`config.mk`:
```
export PLATFORM = sky130hd
export DESIGN_NAME = tage_flush_ctrl
export DESIGN_NICKNAME = d
export VERILOG_FILES = /design/src/rtl/tage_pkg.sv /design/src/rtl/tage_age_timer.sv /design/src/rtl/tage_flush_ctrl.sv
export SDC_FILE = /design/constraint.sdc
export NUM_CORES = 1
export LEC_CHECK = 0
export CAP_MARGIN = 10
export CORE_MARGIN = 2
export CORE_UTILIZATION = 62
export DETAILED_ROUTE_END_ITERATION = 7
export DONT_BUFFER_PORTS = 1
export GPL_TIMING_DRIVEN = 0
export PLACE_DENSITY = 0.89
export SYNTH_ARGS = -nofsm -noshare
export SYNTH_HDL_FRONTEND = slang
export SYNTH_HIERARCHICAL = 1
export SYNTH_SLANG_ARGS = --single-unit
```
`constraint.sdc`:
```
create_clock -name clk_i -period 3.3 [get_ports clk_i]
set_input_delay 0.66 -clock clk_i [delete_from_list [all_inputs] [get_ports clk_i]]
set_output_delay 0.66 -clock clk_i [all_outputs]
set_load 0.005 [all_outputs]
```
`src/rtl/tage_pkg.sv`:
```
// Shared TAGE maintenance definitions: security domains, table-select masks
// and the flush/ageing sequencer state encoding.
package tage_pkg;

    localparam int TAGE_IDX_WIDTH = 9;
    localparam int TAGE_N_TBL     = 5;

    typedef logic [1:0] domain_t;
    localparam domain_t DOM_INIT = 2'd0;

    localparam logic [TAGE_N_TBL-1:0] TBL_T0     = 5'b00001;
    localparam logic [TAGE_N_TBL-1:0] TBL_T1     = 5'b00010;
    localparam logic [TAGE_N_TBL-1:0] TBL_T2     = 5'b00100;
    localparam logic [TAGE_N_TBL-1:0] TBL_T3     = 5'b01000;
    localparam logic [TAGE_N_TBL-1:0] TBL_T4     = 5'b10000;
    localparam logic [TAGE_N_TBL-1:0] TBL_TAGGED = TBL_T1 | TBL_T2 | TBL_T3 | TBL_T4;
    localparam logic [TAGE_N_TBL-1:0] TBL_ALL    = TBL_T0 | TBL_TAGGED;

    typedef enum logic [1:0] {
        FSM_IDLE  = 2'd0,
        FSM_FLUSH = 2'd1,
        FSM_AGE   = 2'd2,
        FSM_ACK   = 2'd3
    } flush_state_e;

    // Ageing only touches the tagged tables; the bimodal T0 has no u bits.
    function automatic logic [TAGE_N_TBL-1:0] sweep_tbl(input flush_state_e st);
        logic [TAGE_N_TBL-1:0] sel;
        sel = '0;
        if (st == FSM_FLUSH) begin
            sel = TBL_ALL;
        end else if (st == FSM_AGE) begin
            sel = TBL_TAGGED;
        end
        return sel;
    endfunction

endpackage

```
`src/rtl/tage_age_timer.sv`:
```
// Counts resolved branches and raises a pending-ageing flag every
// 2**AGE_LOG2 branches until the sequencer consumes or cancels it.
module tage_age_timer #(
    parameter int AGE_LOG2 = 18
) (
    input  logic clk_i,
    input  logic rst_i,
    input  logic cnt_en_i,
    input  logic clr_all_i,
    input  logic clr_pend_i,
    output logic age_pend_o
);

    logic [AGE_LOG2-1:0] cnt_q, cnt_d;
    logic                pend_q, pend_d;

    always_comb begin
        cnt_d  = cnt_q;
        pend_d = pend_q;
        if (clr_all_i) begin
            cnt_d  = '0;
            pend_d = 1'b0;
        end else begin
            if (clr_pend_i) begin
                pend_d = 1'b0;
            end
            if (cnt_en_i) begin
                cnt_d = cnt_q + 1'b1;
                if (cnt_q == '1) begin
                    pend_d = 1'b1;
                end
            end
        end
    end

    always_ff @(posedge clk_i or posedge rst_i) begin
        if (rst_i) begin
            cnt_q  <= '0;
            pend_q <= 1'b0;
        end else begin
            cnt_q  <= cnt_d;
            pend_q <= pend_d;
        end
    end

    assign age_pend_o = pend_q;

endmodule

```
`src/rtl/tage_flush_ctrl.sv`:
```
// TAGE maintenance sequencer: full-table clear sweeps on domain change or
// request, and periodic usefulness-bit ageing sweeps over the tagged tables.
module tage_flush_ctrl
    import tage_pkg::*;
#(
    parameter int SWEEP_W  = TAGE_IDX_WIDTH,
    parameter int AGE_LOG2 = 18,
    parameter int N_TBL    = TAGE_N_TBL
) (
    input  logic               clk_i,
    input  logic               rst_i,
    input  domain_t            domain_i,
    input  logic               br_valid_i,
    input  logic               flush_req_i,
    output logic               flush_ack_o,
    output logic               stall_o,
    output logic               clr_we_o,
    output logic [SWEEP_W-1:0] clr_idx_o,
    output logic [N_TBL-1:0]   clr_tbl_o,
    output logic               clr_full_o,
    output logic               clr_ubit_o,
    output logic               busy_o
);

    flush_state_e       state_q, state_d;
    logic [SWEEP_W-1:0] idx_q, idx_d;
    domain_t            last_dom_q;
    logic               req_seen_q, req_seen_d;
    logic               ubit_sel_q, ubit_sel_d;

    logic               age_pend;
    logic               age_clr_all;
    logic               age_clr_pend;
    logic               dom_chg;
    logic               trigger;

    logic               ack_q, ack_d;
    logic               stall_q, stall_d;
    logic               we_q, we_d;
    logic [SWEEP_W-1:0] oidx_q, oidx_d;
    logic [N_TBL-1:0]   tbl_q, tbl_d;
    logic               full_q, full_d;
    logic               oubit_q, oubit_d;
    logic               busy_q, busy_d;

    // A held request only counts once; it must drop before it can re-arm.
    assign dom_chg = (domain_i != last_dom_q);
    assign trigger = dom_chg | (flush_req_i & ~req_seen_q);

    tage_age_timer #(
        .AGE_LOG2 (AGE_LOG2)
    ) u_age_timer (
        .clk_i      (clk_i),
        .rst_i      (rst_i),
        .cnt_en_i   (br_valid_i & ~stall_q),
        .clr_all_i  (age_clr_all),
        .clr_pend_i (age_clr_pend),
        .age_pend_o (age_pend)
    );

    always_comb begin
        state_d      = state_q;
        idx_d        = idx_q;
        ubit_sel_d   = ubit_sel_q;
        req_seen_d   = flush_req_i ? req_seen_q : 1'b0;
        age_clr_all  = 1'b0;
        age_clr_pend = 1'b0;
        case (state_q)
            FSM_IDLE: begin
                if (trigger) begin
                    state_d    = FSM_FLUSH;
                    idx_d      = '0;
                    req_seen_d = flush_req_i;
                end else if (age_pend) begin
                    state_d = FSM_AGE;
                    idx_d   = '0;
                end
            end
            FSM_FLUSH: begin
                if (trigger) begin
                    idx_d      = '0;
                    req_seen_d = flush_req_i;
                end else if (idx_q == '1) begin
                    state_d = FSM_ACK;
                    idx_d   = '0;
                end else begin
                    idx_d = idx_q + 1'b1;
                end
            end
            FSM_AGE: begin
                if (trigger) begin
                    state_d      = FSM_FLUSH;
                    idx_d        = '0;
                    req_seen_d   = flush_req_i;
                    age_clr_pend = 1'b1;
                end else if (idx_q == '1) begin
                    state_d      = FSM_IDLE;
                    idx_d        = '0;
                    ubit_sel_d   = ~ubit_sel_q;
                    age_clr_pend = 1'b1;
                end else begin
                    idx_d = idx_q + 1'b1;
                end
            end
            FSM_ACK: begin
                // The flush just zeroed every u bit, so pending ageing is moot.
                state_d     = FSM_IDLE;
                age_clr_all = 1'b1;
            end
            default: begin
                state_d = FSM_IDLE;
                idx_d   = '0;
            end
        endcase
    end

    // Outputs are decoded from the next state so they leave flops directly.
    always_comb begin
        ack_d   = 1'b0;
        stall_d = 1'b0;
        we_d    = 1'b0;
        oidx_d  = '0;
        tbl_d   = '0;
        full_d  = 1'b0;
        oubit_d = 1'b0;
        busy_d  = 1'b0;
        case (state_d)
            FSM_FLUSH: begin
                stall_d = 1'b1;
                we_d    = 1'b1;
                oidx_d  = idx_d;
                tbl_d   = N_TBL'(sweep_tbl(FSM_FLUSH));
                full_d  = 1'b1;
                busy_d  = 1'b1;
            end
            FSM_AGE: begin
                stall_d = 1'b1;
                we_d    = 1'b1;
                oidx_d  = idx_d;
                tbl_d   = N_TBL'(sweep_tbl(FSM_AGE));
                oubit_d = ubit_sel_q;
                busy_d  = 1'b1;
            end
            FSM_ACK: begin
                ack_d   = 1'b1;
                stall_d = 1'b1;
                busy_d  = 1'b1;
            end
            default: begin
                busy_d = 1'b0;
            end
        endcase
    end

    always_ff @(posedge clk_i or posedge rst_i) begin
        if (rst_i) begin
            state_q    <= FSM_IDLE;
            idx_q      <= '0;
            last_dom_q <= DOM_INIT;
            req_seen_q <= 1'b0;
            ubit_sel_q <= 1'b1;
        end else begin
            state_q    <= state_d;
            idx_q      <= idx_d;
            last_dom_q <= domain_i;
            req_seen_q <= req_seen_d;
            ubit_sel_q <= ubit_sel_d;
        end
    end

    always_ff @(posedge clk_i or posedge rst_i) begin
        if (rst_i) begin
            ack_q   <= 1'b0;
            stall_q <= 1'b0;
            we_q    <= 1'b0;
            oidx_q  <= '0;
            tbl_q   <= '0;
            full_q  <= 1'b0;
            oubit_q <= 1'b0;
            busy_q  <= 1'b0;
        end else begin
            ack_q   <= ack_d;
            stall_q <= stall_d;
            we_q    <= we_d;
            oidx_q  <= oidx_d;
            tbl_q   <= tbl_d;
            full_q  <= full_d;
            oubit_q <= oubit_d;
            busy_q  <= busy_d;
        end
    end

    assign flush_ack_o = ack_q;
    assign stall_o     = stall_q;
    assign clr_we_o    = we_q;
    assign clr_idx_o   = oidx_q;
    assign clr_tbl_o   = tbl_q;
    assign clr_full_o  = full_q;
    assign clr_ubit_o  = oubit_q;
    assign busy_o      = busy_q;

endmodule

```
==> impl_metrics.env, run 1 <==
export IMPL_power_density_nw_per_um2=379
export IMPL_via_per_inst=6.07
export IMPL_die_area_um2=4450
export IMPL_seqCellArea_um2=1200
export IMPL_hold_buffers=0
export IMPL_endpoint_kind="flop"
export IMPL_numCtsBuffers=5
export IMPL_synth_seq_cells=48
export IMPL_avgSynthCellArea_um2=10.7
export IMPL_post_route_drc_count=0
export IMPL_fin_area_um2=2590
export IMPL_cts_max_path_buffers=2
export IMPL_totalNegativeSetupSlack_ns=0
export IMPL_synth_top_area_share_pct=48.3
export IMPL_grt_overflow_total=0
export IMPL_finalWeightedCongestion=0.896
export IMPL_grt_setup_unrepaired="false"
export IMPL_core_area_um2=3720
export IMPL_detail_route_wl_per_cell_um=15.7
export IMPL_grt_max_degree=30
export IMPL_cp_required_ns=3.51
export IMPL_clock_sinks=48
export IMPL_post_cts_setup_buffers=0
export IMPL_maxSlewViolCount=0
export IMPL_fmax_mhz=343
export IMPL_boundaryPins=26
export IMPL_worst_slew_pin_slew_ns=1.02
export IMPL_dr_total_vias=1723
export IMPL_fp_dieH_um=66.7
export IMPL_hold_path_class="in -> async"
export IMPL_area_growth_pct=6.16
export IMPL_start_kind="flop"
export IMPL_cts_reportedPaths_clkPinSlew_ns=0.08
export IMPL_die_x_um=66.7
export IMPL_h_tree_depth=2
export IMPL_detail_route_antenna_nets=0
export IMPL_critical_path_arrival_ns=3.13
export IMPL_synth_cell_types=52
export IMPL_skew_ns=0.00659
export IMPL_first_pass_iters=4
export IMPL_layout_common_cells="dfrtp_1 (47), nor2_1 (24), nand2_1 (12), nand3_1 (12)"
export IMPL_track_usage_pct=23.3
export IMPL_netlist_instances=228
export IMPL_async_reset_ff_share_pct=100
export IMPL_portBuffers=0
export IMPL_dpl_hpwl_um=3130
export IMPL_num_rows=22
export IMPL_ctsResizeCount=0
export IMPL_wirelength_um=4450
export IMPL_r2r_cells=10
export IMPL_grt_pass1_wl_um=7790
export IMPL_cap_violations=0
export IMPL_drive_gt1_share_pct=11.9
export IMPL_cts_tree="done"
export IMPL_critPathKind="reg -> reg"
export IMPL_yosysSeqAreaShare_pct=49.3
export IMPL_multi_input_area_um2=1110
export IMPL_synth_area_um2=2440
export IMPL_ys_warn_count=6
export IMPL_hold_violations=0
export IMPL_fillCellCount=285
export IMPL_antenna_found_initial=0
export IMPL_cts_root_buf="clkbuf_8"
export IMPL_layout_commonest_cell="dfrtp_1"
export IMPL_grt_pass1_vias=1701
export IMPL_synth_area_leaders="dfrtp_1 (48%), ha_1 (4.6%), nor2_1 (3.7%), xor2_1 (3.2%), nand3_1 (2.5%)"
export IMPL_synthFlopType="dfrtp_1"
export IMPL_reg2reg_slack_ns=0.39
export IMPL_status="finished, final reports clean"
export IMPL_r2r_end="clr_idx_o[7]"
export IMPL_rr_startpoint="idx_q[3]"
export IMPL_min_period_ns=2.91
export IMPL_synth_edf_count=0
export IMPL_slew_headroom_pct=31.7
export IMPL_antenna_cells=0
export IMPL_p_leak_nw=1.24
export IMPL_layout_nets=250
export IMPL_clk_latency_ns=0.29
export IMPL_fin_crit_sh_pct=88.3
export IMPL_synth_top_cell_by_area="dfrtp_1"
export IMPL_peakVddDrop_v=0.000274
export IMPL_placed_cell_area_um2=2500
export IMPL_drt_initial_drc_count=114
export IMPL_initial_core_util_pct=65.6
export IMPL_final_setup_viol_count=0
export IMPL_cp_max_fo=8
export IMPL_synth_nets=243
routing by layer:
metal  GRT usage [%]  vias up  routed length (um)
li1                -      814                   -
met1            32.4      844                2150
met2            35.3       59                1940
met3            6.42        6                 305
met4            7.91        0                  58
met5               0        -                   0
report_power, final:
group | internal (mW) | total [mW] | leakage, nW | switching, mW
clock network | 0.171 | 0.347 | 0.0455 | 0.176
registers | 0.593 | 0.598 | 0.635 | 0.00457
logic | 0.00915 | 0.0344 | 0.555 | 0.0253
total | 0.774 | 0.980 | 1.24 | 0.206
how the worst max path moves through the flow:
| stage | end | from | slack [ns] | cells after the start |
|---|---|---|---|---|
| final | clr_idx_o[7] | idx_q[3] | 0.39 | 10 |
| after global routing | clr_idx_o[7] | idx_q[3] | 0.17 | 10 |
| after CTS | clr_idx_o[7] | idx_q[3] | 0.47 | 10 |
| after detailed placement | clr_idx_o[7] | domain_i[1] | 0.50 | 7 |
| after global placement | clr_idx_o[7] | idx_q[3] | 0.51 | 10 |
| after floorplan | clr_idx_o[5] | idx_q[0] | 0.81 | 8 |
synth_stat cells (2+ instances only):
cell type and n:
o21ai_0 5, dfrtp_1 47, nor4_4 2, clkbuf_1 3, nor2b_1 3, and3_1 8, a31oi_1 2, xnor2_1 5
inv_2 2, ha_1 9, o21a_1 2, o41ai_1 2, a21oi_1 6, or3_1 2, nor2_1 24, buf_4 6
and2_1 3, nand4_1 6, a32oi_1 3, inv_1 9, and2b_1 4, o211ai_1 2, nor3b_1 3, nor3_1 5
nand2b_1 3, a41oi_1 2, a22o_1 2, xor2_1 9, a32o_1 2, nand2_1 12, nand3_1 12, mux2_2 3
registers in the layout, summed over array words and instances (netlist names):
register,cells
busy_o,1
clr_idx_o,9
clr_tbl_o,2
clr_ubit_o,1
flush_ack_o,1
idx_q,9
last_dom_q,2
req_seen_q,1
state_q,2
u_age_timer/age_pend_o,1
u_age_timer/cnt_q,18
ubit_sel_q,1
kinds of logic after synthesis:
family / Yosys count / share of synthesized area (%)
and+or+nand+nor: 95 / 22.3
buffers and inverters: 22 / 5.03
muxes: 6 / 2.87
AOI/OAI and AO/OA: 34 / 10.8
adders and majority gates: 9 / 4.62
DFF: 48 / 49.3
xor gates and xnor gates: 14 / 5.03
metrics by stage:
| step | utilization, % | total power [mW] | worst slack (ns) | hold WS [ns] | std cells |
|---|---|---|---|---|---|
| after floorplan | - | 0.636 | 0.812 | 0.465 | 228 |
| after detailed placement | 67.2 | 0.645 | 0.505 | 0.484 | 276 |
| final | 69.6 | 0.980 | 0.387 | 0.369 | 284 |
| after CTS | 69.6 | 0.992 | 0.467 | 0.379 | 284 |
| after global routing | 69.6 | 1.02 | 0.170 | 0.366 | 284 |
| after global placement | 67.2 | 0.644 | 0.510 | 0.475 | 276 |
layout make-up:
| class | count | share of cell area [%] |
|---|---|---|
| multi-input combinational | 158 | 43.0 |
| tap | 48 | 2.32 |
| buffer | 11 | 3.14 |
| clock buffer | 8 | 3.48 |
| inverter | 11 | 1.60 |
| sequential | 48 | 46.5 |
critical path: stages, from the launching register on:
cell      delay, ns
dfrtp_1        0.33
clkbuf_1       0.27
and3_1         0.30
and3_1         0.18
ha_1           0.30
and2b_1        0.22
o41ai_1        0.27
a32o_1         0.28
ha_1           0.31
inv_1          0.16
nor3_1         0.21
Note: power is estimated with default switching activity, not from simulation.
==> run 2: changes to the inputs <==
--- a/config.mk
+++ b/config.mk
@@ -10,7 +10,6 @@
 export CORE_UTILIZATION = 62
 export DETAILED_ROUTE_END_ITERATION = 7
 export DONT_BUFFER_PORTS = 1
-export GPL_TIMING_DRIVEN = 0
 export PLACE_DENSITY = 0.89
 export SYNTH_ARGS = -nofsm -noshare
 export SYNTH_HDL_FRONTEND = slang
==> run 2 against run 1 <==
  * Utilization decreased by 1.4 points
  * Cell area decreased by 2.0%
  * Maximum frequency increased by 3.7%
  * Combinational power increased by 5%
  * Critical endpoint unchanged
==> impl_metrics.env, run 2 (synthesis gave the netlist of run 1 again) <==
export IMPL_status="finished, final reports clean"
export IMPL_core_area_um2=3720
export IMPL_layout_commonest_cell="dfrtp_1"
export IMPL_cp_required_ns=3.51
export IMPL_clk_latency_ns=0.30
export IMPL_dpl_hpwl_um=3070
export IMPL_p_sw_share_pct=20.8
export IMPL_detail_route_antenna_nets=0
export IMPL_finalWeightedCongestion=0.935
export IMPL_initial_core_util_pct=65.6
export IMPL_num_rows=22
export IMPL_totalNegativeSetupSlack_ns=0
export IMPL_grt_overflow_total=0
export IMPL_first_pass_iters=4
export IMPL_endpoint_kind="flop"
export IMPL_track_usage_pct=22.2
export IMPL_hold_violations=0
export IMPL_layout_nets=242
export IMPL_slew_headroom_pct=32.3
export IMPL_fin_area_um2=2530
export IMPL_antenna_found_initial=0
export IMPL_dr_total_vias=1653
export IMPL_drive_gt1_share_pct=10.6
export IMPL_grt_pass1_wl_um=7290
export IMPL_die_area_um2=4450
export IMPL_via_per_inst=6.01
export IMPL_post_route_drc_count=0
export IMPL_critPathKind="reg -> reg"
export IMPL_die_x_um=66.7
export IMPL_antenna_cells=0
export IMPL_start_kind="flop"
export IMPL_cts_tree="done"
export IMPL_cp_startpoint="idx_q[0]"
export IMPL_layout_common_cells="dfrtp_1 (47), nor2_1 (24), nand2_1 (12), nand3_1 (12)"
export IMPL_reg2reg_slack_ns=0.49
export IMPL_clkPwrFrac_pct=36.5
export IMPL_placed_cell_area_um2=2440
export IMPL_detail_route_wl_per_cell_um=15.6
export IMPL_worst_slew_pin_slew_ns=1.01
export IMPL_wirelength_um=4300
export IMPL_largest_reg_flops=18
export IMPL_area_growth_pct=4.00
export IMPL_ctsResizeCount=0
export IMPL_fin_crit_sh_pct=85.1
export IMPL_boundaryPins=26
export IMPL_drt_initial_drc_count=134
export IMPL_combPwrFrac_pct=3.6
export IMPL_power_density_nw_per_um2=394
export IMPL_fp_dieH_um=66.7
export IMPL_hold_buffers=0
export IMPL_clock_sinks=48
export IMPL_cp_max_fo=8
export IMPL_cap_violations=0
export IMPL_h_tree_depth=2
export IMPL_portBuffers=0
export IMPL_p_seq_share_pct=59.9
export IMPL_rr_startpoint="idx_q[0]"
export IMPL_skew_ns=0.00582
export IMPL_maxSlewViolCount=0
export IMPL_hold_path_class="in -> async"
export IMPL_largest_register="u_age_timer/cnt_q"
export IMPL_critical_path_arrival_ns=3.02
export IMPL_peakVddDrop_v=0.000246
export IMPL_cts_root_buf="clkbuf_8"
export IMPL_min_period_ns=2.81
export IMPL_r2r_cells=10
export IMPL_p_sw_mw=0.208
export IMPL_fmax_mhz=356
export IMPL_post_cts_setup_buffers=0
export IMPL_grt_setup_unrepaired="false"
export IMPL_grt_max_degree=30
export IMPL_cts_max_path_buffers=2
export IMPL_r2r_end="clr_idx_o[7]"
export IMPL_grt_pass1_vias=1545
export IMPL_cts_reportedPaths_clkPinSlew_ns=0.08
export IMPL_p_leak_nw=1.22
export IMPL_final_setup_viol_count=0
export IMPL_numCtsBuffers=5
export IMPL_p_int_mw=0.790
-- run 2: cell types whose count changed in the layout (fill, tap and decap cells not counted), sizes merged --
cell,change
clkbuf,-5
buf,-4
-- run 2: cell type report --
type                       instances  area (um^2)
sequential                        48         1200
fill                             289         1180
multi-input combinational        158         1110
clock buffer                       7         96.3
tap                               48         60.1
inverter                          11         41.3
timing repair buffer               3         22.5
-- run 2: worst max path at each step --
stage               depth (start not counted)  slack (ns)            to
floorplan                                   8        0.81  clr_idx_o[5]
global placement                            8        0.67  clr_idx_o[5]
detailed placement                         10        0.58  clr_idx_o[7]
CTS                                        10        0.54  clr_idx_o[7]
global route                               10        0.27  clr_idx_o[7]
finish                                     10        0.49  clr_idx_o[7]
-- run 2: per-layer routing --
layer / routed length [um] / up-vias / global-route usage (%) / part of all wire (%)
met5: 0 / - / 0 / 0
met4: 70 / 0 / 8.93 / 1.6
met3: 259 / 7 / 5.41 / 6.0
met2: 1890 / 52 / 31.4 / 44
met1: 2080 / 792 / 32.6 / 48
li1: - / 802 / - / -
-- run 2: through the flow --
step / total power [mW] / setup WS (ns) / std cells / utilization, % / hold WS [ns]
finish: 0.998 / 0.493 / 275 / 68.2 / 0.353
global placement: 0.645 / 0.671 / 268 / 65.6 / 0.475
detailed placement: 0.646 / 0.581 / 268 / 65.6 / 0.481
global route: 1.04 / 0.274 / 275 / 68.2 / 0.361
floorplan: 0.636 / 0.812 / 228 / - / 0.465
CTS: 1.01 / 0.545 / 275 / 68.2 / 0.369
-- run 2: power groups by stage --
| stage | sequential, mW | combinational [mW] | clock [mW] |
|---|---|---|---|
| detailed placement | 0.609 | 0.0370 | 0 |
| global route | 0.598 | 0.0416 | 0.398 |
| finish | 0.598 | 0.0362 | 0.364 |
| CTS | 0.598 | 0.0369 | 0.374 |
| floorplan | 0.608 | 0.0278 | 0 |
| global placement | 0.609 | 0.0357 | 0 |
-- run 2: critical path: stages (launching register included) --
cell,delay (ns)
dfrtp_1,0.40
ha_1,0.21
and3_1,0.25
and3_1,0.18
ha_1,0.28
and2b_1,0.22
o41ai_1,0.29
a32o_1,0.25
ha_1,0.26
inv_1,0.15
nor3_1,0.24
==> run 3: changes to the inputs <==
--- a/config.mk
+++ b/config.mk
@@ -5,6 +5,7 @@
 export SDC_FILE = /design/constraint.sdc
 export NUM_CORES = 1
 export LEC_CHECK = 0
+export ABC_AREA = 1
 export CAP_MARGIN = 10
 export CORE_MARGIN = 2
 export CORE_UTILIZATION = 62
==> constraint.sdc (replaced) <==
create_clock -name clk_i -period 3.4 [get_ports clk_i]
set_input_delay 0.68 -clock clk_i [delete_from_list [all_inputs] [get_ports clk_i]]
set_output_delay 0.68 -clock clk_i [all_outputs]
set_load 0.005 [all_outputs]
==> run 3 against run 2 <==
  * First-iteration DRC count rose by 13%
  * Clock-buffer cell count did not move
  * Die area rose by 6.1%
  * Sequential cell count did not move
  * Critical path type unchanged
  * Critical endpoint is now clr_idx_o[2]
==> impl_metrics.env, run 3 <==
export IMPL_grt_pass1_vias=1988
export IMPL_layout_commonest_cell="nand2_1"
export IMPL_synth_top_cell_by_area="dfrtp_1"
export IMPL_hold_buffers=0
export IMPL_synth_top_area_share_pct=45.3
export IMPL_drt_initial_drc_count=151
export IMPL_h_tree_depth=2
export IMPL_dr_total_vias=1977
export IMPL_hold_path_class="in -> async"
export IMPL_initial_core_util_pct=64.9
export IMPL_detail_route_wl_per_cell_um=13.9
export IMPL_final_setup_viol_count=0
export IMPL_finalWeightedCongestion=0.912
export IMPL_synth_area_um2=2590
export IMPL_min_period_ns=2.53
export IMPL_detail_route_antenna_nets=0
export IMPL_totalNegativeSetupSlack_ns=0
export IMPL_post_route_drc_count=0
export IMPL_fmax_mhz=395
export IMPL_maxSlewViolCount=0
export IMPL_cts_max_path_buffers=2
export IMPL_num_rows=23
export IMPL_portBuffers=0
export IMPL_cts_tree="done"
export IMPL_slew_headroom_pct=52.7
export IMPL_reg2reg_slack_ns=0.87
export IMPL_synth_common_cells="nand2_1 (75), dfrtp_1 (47), nor2_1 (40), inv_1 (34), a21oi_1 (21)"
export IMPL_core_area_um2=4000
export IMPL_antenna_cells=0
export IMPL_ys_warn_count=6
export IMPL_antenna_found_initial=0
export IMPL_drive_gt1_share_pct=13.7
export IMPL_p_leak_nw=1.41
export IMPL_power_density_nw_per_um2=345
export IMPL_peakVddDrop_v=0.000249
export IMPL_netlist_instances=312
export IMPL_critPathKind="reg -> reg"
export IMPL_worst_slew_pin_slew_ns=0.709
export IMPL_placed_cell_area_um2=2600
export IMPL_die_x_um=68.7
export IMPL_fp_dieH_um=68.7
export IMPL_start_kind="flop"
export IMPL_endpoint_kind="flop"
export IMPL_grt_setup_unrepaired="false"
export IMPL_cp_required_ns=3.57
export IMPL_yosysMostFrequentCell="nand2_1"
export IMPL_clock_sinks=48
export IMPL_synth_seq_cells=48
export IMPL_synthFlopType="dfrtp_1"
export IMPL_first_pass_iters=4
export IMPL_numCtsBuffers=5
export IMPL_layout_common_cells="nand2_1 (75), dfrtp_1 (47), nor2_1 (40)"
export IMPL_skew_ns=0.00941
export IMPL_synth_nets=327
export IMPL_hold_violations=0
export IMPL_largest_register="u_age_timer/cnt_q"
export IMPL_clk_latency_ns=0.30
export IMPL_track_usage_pct=24.5
export IMPL_layout_nets=328
export IMPL_r2r_end="clr_idx_o[2]"
export IMPL_rr_startpoint="idx_q[3]"
export IMPL_grt_max_degree=30
export IMPL_cts_reportedPaths_clkPinSlew_ns=0.08
export IMPL_yosysSeqAreaShare_pct=46.3
export IMPL_avgSynthCellArea_um2=8.32
export IMPL_cts_root_buf="clkbuf_8"
export IMPL_critical_path_arrival_ns=2.70
export IMPL_synth_cell_types=37
export IMPL_grt_overflow_total=0
export IMPL_wirelength_um=5060
export IMPL_dpl_hpwl_um=3750
export IMPL_cap_violations=0
export IMPL_via_per_inst=5.43
export IMPL_synth_edf_count=0
export IMPL_ctsResizeCount=0
export IMPL_fin_crit_sh_pct=74.4
export IMPL_post_cts_setup_buffers=0
export IMPL_largest_reg_flops=18
export IMPL_async_reset_ff_share_pct=100
export IMPL_synth_area_leaders="dfrtp_1 (45%), nand2_1 (11%), nor2_1 (5.8%), inv_1 (4.9%), ha_1 (4.3%)"
export IMPL_cp_max_fo=8
export IMPL_status="finished, final reports clean"
export IMPL_r2r_cells=14
export IMPL_area_growth_pct=4.34
export IMPL_grt_pass1_wl_um=8560
export IMPL_boundaryPins=26
export IMPL_fin_area_um2=2710
export IMPL_die_area_um2=4720
[run 3: final cells by class]
| type | instances | area [um^2] |
|---|---|---|
| clock inverters | 1 | 5.00 |
| multi-input cells | 216 | 1170 |
| inverters | 41 | 160 |
| flip-flops and latches | 48 | 1200 |
| clock buffers | 7 | 76.3 |
| well taps | 50 | 62.6 |
| repair buffers | 1 | 27.5 |
| fillers | 328 | 1290 |
[run 3: where the power goes]
group | total, mW | switching [mW] | internal, mW
combinational | 0.0346 | 0.0245 | 0.0101
sequential | 0.577 | 0.00275 | 0.575
clock | 0.323 | 0.179 | 0.144
[run 3: kinds of logic (layout without fill, tap and decap cells)]
family          Yosys count  in the layout  synth area share, %
compound gates           41             41                 9.26
xor+xnor                  1              1                0.338
fa+ha+maj                 9              9                 4.34
simple gates            165            165                 31.3
flops                    48             48                 46.3
buf+inv                  48             50                 8.44
[run 3: worst max-delay path, cell delays in order, from the launching register on]
cell and delay (ns):
dfrtp_1 0.44, nand2_1 0.07, inv_1 0.06, nand2_1 0.07, nor2_1 0.19, nand2_1 0.11
nor2_1 0.11, ha_1 0.21, inv_1 0.11, nand2_4 0.11, o21bai_2 0.07, o21ai_2 0.23
ha_1 0.30, inv_1 0.24, a21oi_1 0.08
[run 3: through the flow]
step	cells	setup WS, ns	total power [mW]	hold slack (ns)	utilization [%]
finish	364	0.870	0.935	0.214	67.7
global route	364	0.573	0.978	0.217	67.7
CTS	363	0.878	0.940	0.392	67.0
detailed placement	355	0.909	0.620	0.481	65.0
global placement	355	1.08	0.619	0.479	65.0
floorplan	312	1.25	0.613	0.458	-
[run 3: per-layer routing]
metal | wire (um) | track usage (%)
met5 | 0 | 0
met4 | 102 | 11.3
met3 | 159 | 6.82
met2 | 2690 | 42.8
met1 | 2100 | 27.8
[run 3: how the worst max path moves through the flow]
stage / slack, ns / from / to / cells after the start
global route: 0.57 / idx_q[3] / clr_idx_o[2] / 14
global placement: 1.08 / idx_q[0] / clr_idx_o[4] / 13
finish: 0.87 / idx_q[3] / clr_idx_o[2] / 14
detailed placement: 0.91 / idx_q[3] / clr_idx_o[2] / 14
floorplan: 1.25 / idx_q[0] / clr_idx_o[2] / 13
CTS: 0.88 / idx_q[3] / clr_idx_o[2] / 14
